[config.mk]
export PLATFORM = sky130hd
export DESIGN_NAME = sram_req_arbiter
export DESIGN_NICKNAME = d
export VERILOG_FILES = /design/src/rtl/sram_req_arbiter_pkg.sv /design/src/rtl/sram_id_fifo.sv /design/src/rtl/sram_req_arbiter.sv
export SDC_FILE = /design/constraint.sdc
export NUM_CORES = 1
export LEC_CHECK = 0
export CAP_MARGIN = 5
export CORE_AREA = 2 2 118 120
export DETAILED_ROUTE_END_ITERATION = 16
export DIE_AREA = 0 0 120 122
export DONT_BUFFER_PORTS = 1
export GPL_ROUTABILITY_DRIVEN = 0
export SYNTH_ARGS = -nofsm -noshare
export SYNTH_HDL_FRONTEND = slang
export SYNTH_SLANG_ARGS = --single-unit
[constraint.sdc]
create_clock -name clk -period 1.95 [get_ports clk]
set_input_delay 0.195 -clock clk [delete_from_list [all_inputs] [get_ports clk]]
set_output_delay 0.195 -clock clk [all_outputs]
set_load 0.02 [all_outputs]
[src/rtl/sram_req_arbiter_pkg.sv]
// Shared types for the inst/data SRAM-like arbiter: source IDs and the forwarded command bundle.
// Combinational helpers only; no latency or backpressure of its own.
`ifndef W_ADDR
`define W_ADDR 32
`endif
`ifndef W_DATA
`define W_DATA 32
`endif

package sram_req_arbiter_pkg;

  localparam int ADDR_W = `W_ADDR;
  localparam int DATA_W = `W_DATA;
  localparam int SIZE_W = 2;

  typedef enum logic {
    SRC_INST = 1'b0,
    SRC_DATA = 1'b1
  } req_src_t;

  typedef struct packed {
    logic              wr;
    logic [SIZE_W-1:0] size;
    logic [ADDR_W-1:0] addr;
    logic [DATA_W-1:0] wdata;
  } sram_cmd_t;

  function automatic req_src_t other_src(input req_src_t s);
    return (s == SRC_INST) ? SRC_DATA : SRC_INST;
  endfunction

endpackage

[src/rtl/sram_id_fifo.sv]
// In-order owner-ID FIFO: one entry per accepted-but-uncompleted transaction, head read combinationally.
// Push/pop take effect on the next edge; push while full and pop while empty are ignored.
module sram_id_fifo
  import sram_req_arbiter_pkg::*;
#(
  parameter int DEPTH = 2
) (
  input  logic     clk,
  input  logic     rst_n,
  input  logic     push_i,
  input  logic     pop_i,
  input  req_src_t din_i,
  output req_src_t head_o,
  output logic     full_o,
  output logic     empty_o
);

  localparam int PW = (DEPTH > 1) ? $clog2(DEPTH) : 1;
  localparam int CW = $clog2(DEPTH + 1);

  req_src_t        mem_q [DEPTH];
  logic [PW-1:0]   wr_ptr_q, wr_ptr_d;
  logic [PW-1:0]   rd_ptr_q, rd_ptr_d;
  logic [CW-1:0]   count_q, count_d;
  logic            do_push, do_pop;

  // Explicit wrap so non-power-of-two depths stay modulo DEPTH.
  function automatic logic [PW-1:0] ptr_inc(input logic [PW-1:0] p);
    return (p == PW'(DEPTH - 1)) ? '0 : p + 1'b1;
  endfunction

  assign full_o  = (count_q == CW'(DEPTH));
  assign empty_o = (count_q == '0);
  assign head_o  = mem_q[rd_ptr_q];

  assign do_push = push_i & ~full_o;
  assign do_pop  = pop_i & ~empty_o;

  always_comb begin
    wr_ptr_d = do_push ? ptr_inc(wr_ptr_q) : wr_ptr_q;
    rd_ptr_d = do_pop  ? ptr_inc(rd_ptr_q) : rd_ptr_q;
    count_d  = count_q;
    if (do_push && !do_pop) begin
      count_d = count_q + 1'b1;
    end else if (do_pop && !do_push) begin
      count_d = count_q - 1'b1;
    end
  end

  always_ff @(posedge clk or negedge rst_n) begin
    if (!rst_n) begin
      wr_ptr_q <= '0;
      rd_ptr_q <= '0;
      count_q  <= '0;
      for (int i = 0; i < DEPTH; i++) begin
        mem_q[i] <= SRC_INST;
      end
    end else begin
      wr_ptr_q <= wr_ptr_d;
      rd_ptr_q <= rd_ptr_d;
      count_q  <= count_d;
      if (do_push) begin
        mem_q[wr_ptr_q] <= din_i;
      end
    end
  end

endmodule

[src/rtl/sram_req_arbiter.sv]
// Muxes inst/data SRAM-like channels onto one port; addr_ok/data_ok/rdata route back with zero latency.
// Grant is held until addr_ok; no request is forwarded while DEPTH transactions are outstanding.
module sram_req_arbiter
  import sram_req_arbiter_pkg::*;
#(
  parameter int DEPTH   = 2,
  parameter int RR_MODE = 0
) (
  input  logic              clk,
  input  logic              resetn,
  input  logic              inst_req,
  input  logic              inst_wr,
  input  logic [SIZE_W-1:0] inst_size,
  input  logic [ADDR_W-1:0] inst_addr,
  input  logic [DATA_W-1:0] inst_wdata,
  output logic              inst_addr_ok,
  output logic              inst_data_ok,
  output logic [DATA_W-1:0] inst_rdata,
  input  logic              data_req,
  input  logic              data_wr,
  input  logic [SIZE_W-1:0] data_size,
  input  logic [ADDR_W-1:0] data_addr,
  input  logic [DATA_W-1:0] data_wdata,
  output logic              data_addr_ok,
  output logic              data_data_ok,
  output logic [DATA_W-1:0] data_rdata,
  output logic              m_req,
  output logic              m_wr,
  output logic [SIZE_W-1:0] m_size,
  output logic [ADDR_W-1:0] m_addr,
  output logic [DATA_W-1:0] m_wdata,
  input  logic              m_addr_ok,
  input  logic              m_data_ok,
  input  logic [DATA_W-1:0] m_rdata,
  output logic              err
);

  req_src_t  grant;
  req_src_t  owner_q, owner_d;
  req_src_t  rr_last_q, rr_last_d;
  logic      lock_q, lock_d;
  logic      err_q, err_d;

  sram_cmd_t inst_cmd, data_cmd, sel_cmd;
  logic      granted_req;
  logic      accept;
  logic      pop;
  logic      spurious;
  logic      fifo_full, fifo_empty;
  req_src_t  fifo_head;

  assign inst_cmd = '{wr: inst_wr, size: inst_size, addr: inst_addr, wdata: inst_wdata};
  assign data_cmd = '{wr: data_wr, size: data_size, addr: data_addr, wdata: data_wdata};

  // A locked owner keeps the port even if the other side now wins arbitration.
  always_comb begin
    grant = SRC_INST;
    if (lock_q) begin
      grant = owner_q;
    end else if (RR_MODE == 0) begin
      grant = data_req ? SRC_DATA : SRC_INST;
    end else if (inst_req && data_req) begin
      grant = other_src(rr_last_q);
    end else begin
      grant = data_req ? SRC_DATA : SRC_INST;
    end
  end

  assign granted_req = (grant == SRC_DATA) ? data_req : inst_req;

  // Gating with resetn keeps the downstream port quiet while reset is held.
  assign m_req   = granted_req & ~fifo_full & resetn;
  assign sel_cmd = !m_req ? '0 : ((grant == SRC_DATA) ? data_cmd : inst_cmd);
  assign m_wr    = sel_cmd.wr;
  assign m_size  = sel_cmd.size;
  assign m_addr  = sel_cmd.addr;
  assign m_wdata = sel_cmd.wdata;

  assign accept       = m_req & m_addr_ok;
  assign inst_addr_ok = accept & (grant == SRC_INST);
  assign data_addr_ok = accept & (grant == SRC_DATA);

  assign pop          = m_data_ok & ~fifo_empty & resetn;
  assign spurious     = m_data_ok & fifo_empty;
  assign inst_data_ok = pop & (fifo_head == SRC_INST);
  assign data_data_ok = pop & (fifo_head == SRC_DATA);
  assign inst_rdata   = inst_data_ok ? m_rdata : '0;
  assign data_rdata   = data_data_ok ? m_rdata : '0;
  assign err          = err_q;

  always_comb begin
    lock_d    = m_req & ~m_addr_ok;
    owner_d   = lock_d ? grant : owner_q;
    rr_last_d = accept ? grant : rr_last_q;
    err_d     = err_q | spurious;
  end

  always_ff @(posedge clk or negedge resetn) begin
    if (!resetn) begin
      lock_q    <= 1'b0;
      owner_q   <= SRC_INST;
      rr_last_q <= SRC_INST;
      err_q     <= 1'b0;
    end else begin
      lock_q    <= lock_d;
      owner_q   <= owner_d;
      rr_last_q <= rr_last_d;
      err_q     <= err_d;
    end
  end

  sram_id_fifo #(
    .DEPTH(DEPTH)
  ) u_id_fifo (
    .clk    (clk),
    .rst_n  (resetn),
    .push_i (accept),
    .pop_i  (pop),
    .din_i  (grant),
    .head_o (fifo_head),
    .full_o (fifo_full),
    .empty_o(fifo_empty)
  );

endmodule
# Word level (Yosys, flattened, before mapping)
# Cells that the tools add are included.
dict set report word_totals {
  regBits 9
  in_bits 172
  elab_cells 61
}
dict set report op_classes {
  add_sub_neg 4
  magnitude_cmp 3
  eq_ne 1
  n_mux 17
  n_bitwise 21
  reduce_logical 7
}
# operator count
set op_table {}
lappend op_table {{$mux 67} 2}
lappend op_table {{$mux 32} 2}
lappend op_table {{$and 1x1->1} 13}
lappend op_table {{$mux 1} 9}
lappend op_table {{$not 1->1} 5}
lappend op_table {{$ge 2x2->1 const B} 2}
lappend op_table {{$mux 2} 2}
lappend op_table {{$not 1->2} 2}
lappend op_table {{$logic_and 1x1->1} 3}
lappend op_table {{$add 1x1->1 const B} 2}
lappend op_table {{$add 2x1->2 const B} 1}
lappend op_table {{$bwmux 2} 1}
lappend op_table {{$eq 2x2->1 const B} 1}
lappend op_table {{$logic_not 1->1} 2}
lappend op_table {{$logic_not 2->1} 1}
lappend op_table {{$lt 2x1->1 const B} 1}
lappend op_table {{$reduce_bool 2->1} 1}
lappend op_table {{$sub 2x1->2 const B} 1}
lappend op_table {{$demux 1 s1} 1}
lappend op_table {{$or 1x1->1} 1}

# Longest topological paths before layout
dict set report logic_depth {
  depth_word 11
  ltp_mapped 9
}

# By module
# From an unflattened synthesis, not the netlist that was laid out.
dict set report hier_totals {
  cells_unflattened 273
  hier_area_um2 2511.2
}
# module instances cells_per_inst area_per_inst_um2 seq_area_each_um2
set modules_own_cells {}
lappend modules_own_cells {sram_req_arbiter 1 250 2227.1 75.1}
lappend modules_own_cells {sram_id_fifo 1 23 284.0 150.1}

# Least setup slack after synthesis
# No wires, ideal clock.
dict set report synth_timing {
  kind {reg2reg}
  startpoint {register owner_q}
  endpoint {register u_id_fifo.count_q[1]}
  setup_ps 79
  arrival_ps 1816
  t_required_ps 1871
  slack_ps 55
  path_stages_with_launch 9
  path_buffers 0
  path_cell_list {dfrtp_1 or3b_1 o2111ai_2 inv_2 nand2_1 inv_1 ha_1 nor2_1 xor2_1}
}
dict set report synth_via {
  elab_chain_len 9
  elab_cells_between_ends 11
  classes_between {mux: 3; bitwise: 4; reduce/logical: 4}
}
# item line_no
set synth_lines {}
lappend synth_lines {{from (decl)} sram_req_arbiter.sv:39} ;# req_src_t owner_q, owner_d;
lappend synth_lines {{from (signal assigned)} sram_req_arbiter.sv:106} ;# owner_q <= owner_d;
lappend synth_lines {{$mux 1 *} sram_req_arbiter.sv:58} ;# if (lock_q) begin
lappend synth_lines {{$mux 1 *} sram_req_arbiter.sv:69} ;# assign granted_req = (grant == SRC_DATA) ? data_req : inst_req;
lappend synth_lines {{$and 1x1->1 * (2 in series)} sram_req_arbiter.sv:72} ;# assign m_req = granted_req & ~fifo_full & resetn;
lappend synth_lines {{via m_req} sram_req_arbiter.sv:27} ;# output logic m_req,
lappend synth_lines {{$and 1x1->1 *} sram_req_arbiter.sv:79} ;# assign accept = m_req & m_addr_ok;
lappend synth_lines {{$and 1x1->1 *} sram_id_fifo.sv:36} ;# assign do_push = push_i & ~full_o;
lappend synth_lines {{via u_id_fifo.do_push} sram_id_fifo.sv:25} ;# logic do_push, do_pop;
lappend synth_lines {{$logic_not 1->1} sram_id_fifo.sv:45} ;# end else if (do_pop && !do_push) begin
lappend synth_lines {{$logic_and 1x1->1} sram_id_fifo.sv:45}
lappend synth_lines {{$reduce_bool 2->1 (no line)} -}
lappend synth_lines {{to (signal assigned)} sram_id_fifo.sv:61} ;# count_q <= count_d;
lappend synth_lines {{to (decl)} sram_id_fifo.sv:24} ;# logic [CW-1:0] count_q, count_d;
# Mark *: on every way through the listed nets, which the timed path passes. The rest lies on a longest branch.
# A chain may end at the register's enable or synchronous reset.

# Worst setup path in the final report
dict set report layout_timing {
  startpoint {register lock_q}
  endpoint {output port m_wdata[6]}
}
dict set report layout_via {
  elab_chain_len 5
  elab_cells_between_ends 6
  classes_between {mux: 4; bitwise: 2}
}
# item line_no
set layout_lines {}
lappend layout_lines {{from (decl)} sram_req_arbiter.sv:41} ;# logic lock_q, lock_d;
lappend layout_lines {{from (signal assigned)} sram_req_arbiter.sv:105} ;# lock_q <= lock_d;
lappend layout_lines {{$mux 1 *} sram_req_arbiter.sv:58}
lappend layout_lines {{$mux 1} sram_req_arbiter.sv:69}
lappend layout_lines {{$and 1x1->1 (2 in series)} sram_req_arbiter.sv:72}
lappend layout_lines {{$mux 67 *} sram_req_arbiter.sv:73} ;# assign sel_cmd = !m_req ? '0 : ((grant == SRC_DATA) ? data_cmd : inst_cmd);
lappend layout_lines {{to (decl)} sram_req_arbiter.sv:31} ;# output logic [DATA_W-1:0] m_wdata,
# Every way passes the cells marked *; elsewhere a longest branch is shown, timed or not.

==> flow_summary.toml <==
[run_status]
status = "finished, violations left"
violations = "negative setup slack"

[global_routing]
met3_usage_pct = 1.873
met1_usage_pct = 11.58
top_usage_layer = "met2"
grt_pass1_vias = 2227
grt-ovfl-total = 0
grt_antenna_before_repair = 0
use_met2_pct = 20.99
grt_max_degree = 36
grt_pass1_wl_um = 12140
grt.total_usage_pct = 10.91

[clock_tree]
cts_root_buffer = "clkbuf_16"
clk_pin_slew_ns = 0.04
cts.sinks = 9
cts_tree = "built"
ctsLongestPathBuffers = 2
clock_latency_ns = 0.24
numCtsBuffers = 3
cts_max_level = 1

[placed_design]
dp_hpwl_um = 7048
pre_cts_ws_ns = 0.1133
dpl.cell_count = 603
portBuffers = 0

[sta]
fin_crit_sh_pct = 101.3
grt_setup_unrepaired = "yes"
maxSlewViolCount = 0
worst_slack_ns = -0.02561
skew_ns = 0.002389
worst_pin_slew_ns = 0.6210
min_period_ns = 1.976
setup_tns_ns = -0.05386
timing.fmax_mhz = 506.2
relSlewSlack_pct = 58.60
finalHoldViolations = 0
hold_ws_ns = 0.03219
setup_viol = 7

[power]
power_frac_comb_pct = 80.1
p_sw_share_pct = 56.39
p_clk_share_pct = 10.0
pwr_density_cell_mw_per_mm2 = 1103
p_seq_share_pct = 9.9
p_sw_mw = 2.022
cellInternalPower_mw = 1.563
p_leak_nw = 1.441
max-vdd-ir-drop_mv = 0.5634

[detailed_routing]
ant_nets = 0
vias_per_cell = 4.699
route.detailed.drc = 0
vias = 2932
wire_per_inst_um = 18.38
routed_wl_um = 11470
drtIter0Drc = 129
dr.pass1.iters = 4

[worst_setup_path]
crit_path_start_kind = "flip-flop"
cp.required_ns = 1.75
critPathCaptureType = "output port"
crit_fanout = 9
cp.arrival_ns = 1.78
worstSetupPathType = "reg2out"

[hold_path]
hp-class = "in2reg"

[die]
ios = 309
core_area_mm2 = 0.01350
chipHeight_um = 122
die-area_mm2 = 0.01464
die_x_um = 120
initial_core_util_pct = 13.28
rows = 43

[layout]
final_cells = 624
area_delta_synth_final_pct = 81.37
final_nets = 618
diodes = 0
drive_above_1_share_pct = 34.46

[yosys]
yosysSeqAreaShare_pct = 12.56
synthFlopType = "dfrtp_1"
synthCells = 371
synth-edff-count = 0
avgSynthCellArea_um2 = 4.833
async_reset_ff_share_pct = 100.0
synth_cell_types = 25
netlist_area_mm2 = 0.001793
synth-seq-cells = 9
syn_nets = 544
yosysWarnings = 0

[run]
cap_viol_max_count = 0
logic make-up (layout without fill, tap and decap cells):
family,count (synthesis),count (layout),synth area share (%)
and+or+nand+nor,244,244,51.78
AOI/OAI and AO/OA,74,74,21.70
muxes,5,5,3.001
DFF,9,9,12.56
buffers and inverters,33,106,7.816
xor gates and xnor gates,5,5,2.443
adders and majority gates,1,1,0.6977
what timing repair did:
| action | in CTS | in global routing |
|---|---|---|
| cloned | 3 | 9 |
| pin swaps | 0 | 4 |
| hold buffers | 1 | 0 |
| endpoints found under the setup margin | 30 | 77 |
| setup buffers | 2 | 3 |
| endpoints found under the hold margin | 9 | 0 |
| gates resized for setup | 9 | 67 |
layer usage:
| metal | share of wire (%) | up-vias |
|---|---|---|
| li1 | - | 1321 |
| met1 | 37 | 1339 |
| met2 | 49 | 238 |
| met3 | 9.7 | 34 |
| met4 | 4.3 | 0 |
| met5 | 0 | - |
placed cells by master, fill, tap and decap left out, types with 2 or more instances in the layout:
cell type / count
nand2_1: 168
buf_4: 63
nor2_1: 61
a21oi_1: 36
a21oi_2: 26
buf_6: 21
nor2_2: 11
clkbuf_16: 9
dfrtp_1: 9
a21oi_4: 6
buf_12: 5
xnor2_1: 3
inv_1: 2
mux2i_4: 2
xor2_1: 2
buf_16: 2
cells in the mapped netlist (2+ instances only):
cell type,count,share of area [%]
xnor2_1,3,1.5
a21oi_1,68,19
clkbuf_1,21,4.4
mux2i_1,2,1.1
nor2_1,71,15
buf_4,2,0.84
mux2_2,2,1.3
buf_2,7,2.0
inv_1,2,0.42
dfrtp_1,9,13
nand2_1,169,35
xor2_1,2,0.98
per-stage QoR:
step	cell area [um^2]	utilization [%]	total power [mW]
finish	3252	24.08	3.585
global route	3252	24.08	3.769
CTS	2811	20.82	3.137
detailed placement	2581	19.11	2.577
global placement	2581	19.11	2.551
floorplan	1793	-	1.877
critical path: stages (launching register included):
cell and delay [ns]:
dfrtp_1 0.37, buf_4 0.16, a21boi_2 0.17, o2111ai_4 0.15, buf_12 0.18, clkbuf_16 0.17
a21oi_1 0.15, buf_4 0.18
flip-flops by register name, summed over array words and instances (netlist names):
name                cells
u_id_fifo.count_q       2
u_id_fifo.wr_ptr_q      1
u_id_fifo.mem_q         2
err                     1
lock_q                  1
owner_q                 1
u_id_fifo.rd_ptr_q      1
cell type report:
type / instances / area, um^2
Tap cell: 180 / 225.2
Inverter: 3 / 11.26
Multi-Input combinational cell: 329 / 1672
Fill cell: 1455 / 10250
Timing Repair Buffer: 99 / 1040
Clock buffer: 4 / 78.83
Sequential cell: 9 / 225.2
power by group through the flow:
stage | Sequential, mW | Clock, mW | Combinational (mW)
2_1_floorplan | 0.328 | 0 | 1.55
3_3_place_gp | 0.350 | 0 | 2.20
3_5_place_dp | 0.355 | 0 | 2.22
4_1_cts | 0.354 | 0.369 | 2.41
5_1_grt | 0.368 | 0.376 | 3.03
6_report | 0.354 | 0.360 | 2.87
worst paths after layout:
| kind | slack (ns) | end | cells after the start | from |
|---|---|---|---|---|
| setup / recovery | -0.03 | m_wdata[6] | 7 | lock_q$_DFF_PN0_ |
| hold / removal | 0.03 | lock_q$_DFF_PN0_ | 1 | m_addr_ok |
| setup reg to reg | 0.04 | u_id_fifo.count_q[1]$_DFFE_PN0P_ | 10 | owner_q$_DFFE_PN0P_ |
| hold reg to reg | 0.49 | u_id_fifo.count_q[1]$_DFFE_PN0P_ | 1 | u_id_fifo.count_q[1]$_DFFE_PN0P_ |
| max in group asynchronous | 1.31 | u_id_fifo.rd_ptr_q$_DFFE_PN0P_ | 1 | resetn |
| min in group asynchronous | 0.34 | u_id_fifo.wr_ptr_q$_DFFE_PN0P_ | 1 | resetn |
(Power assumes the default switching activity.)
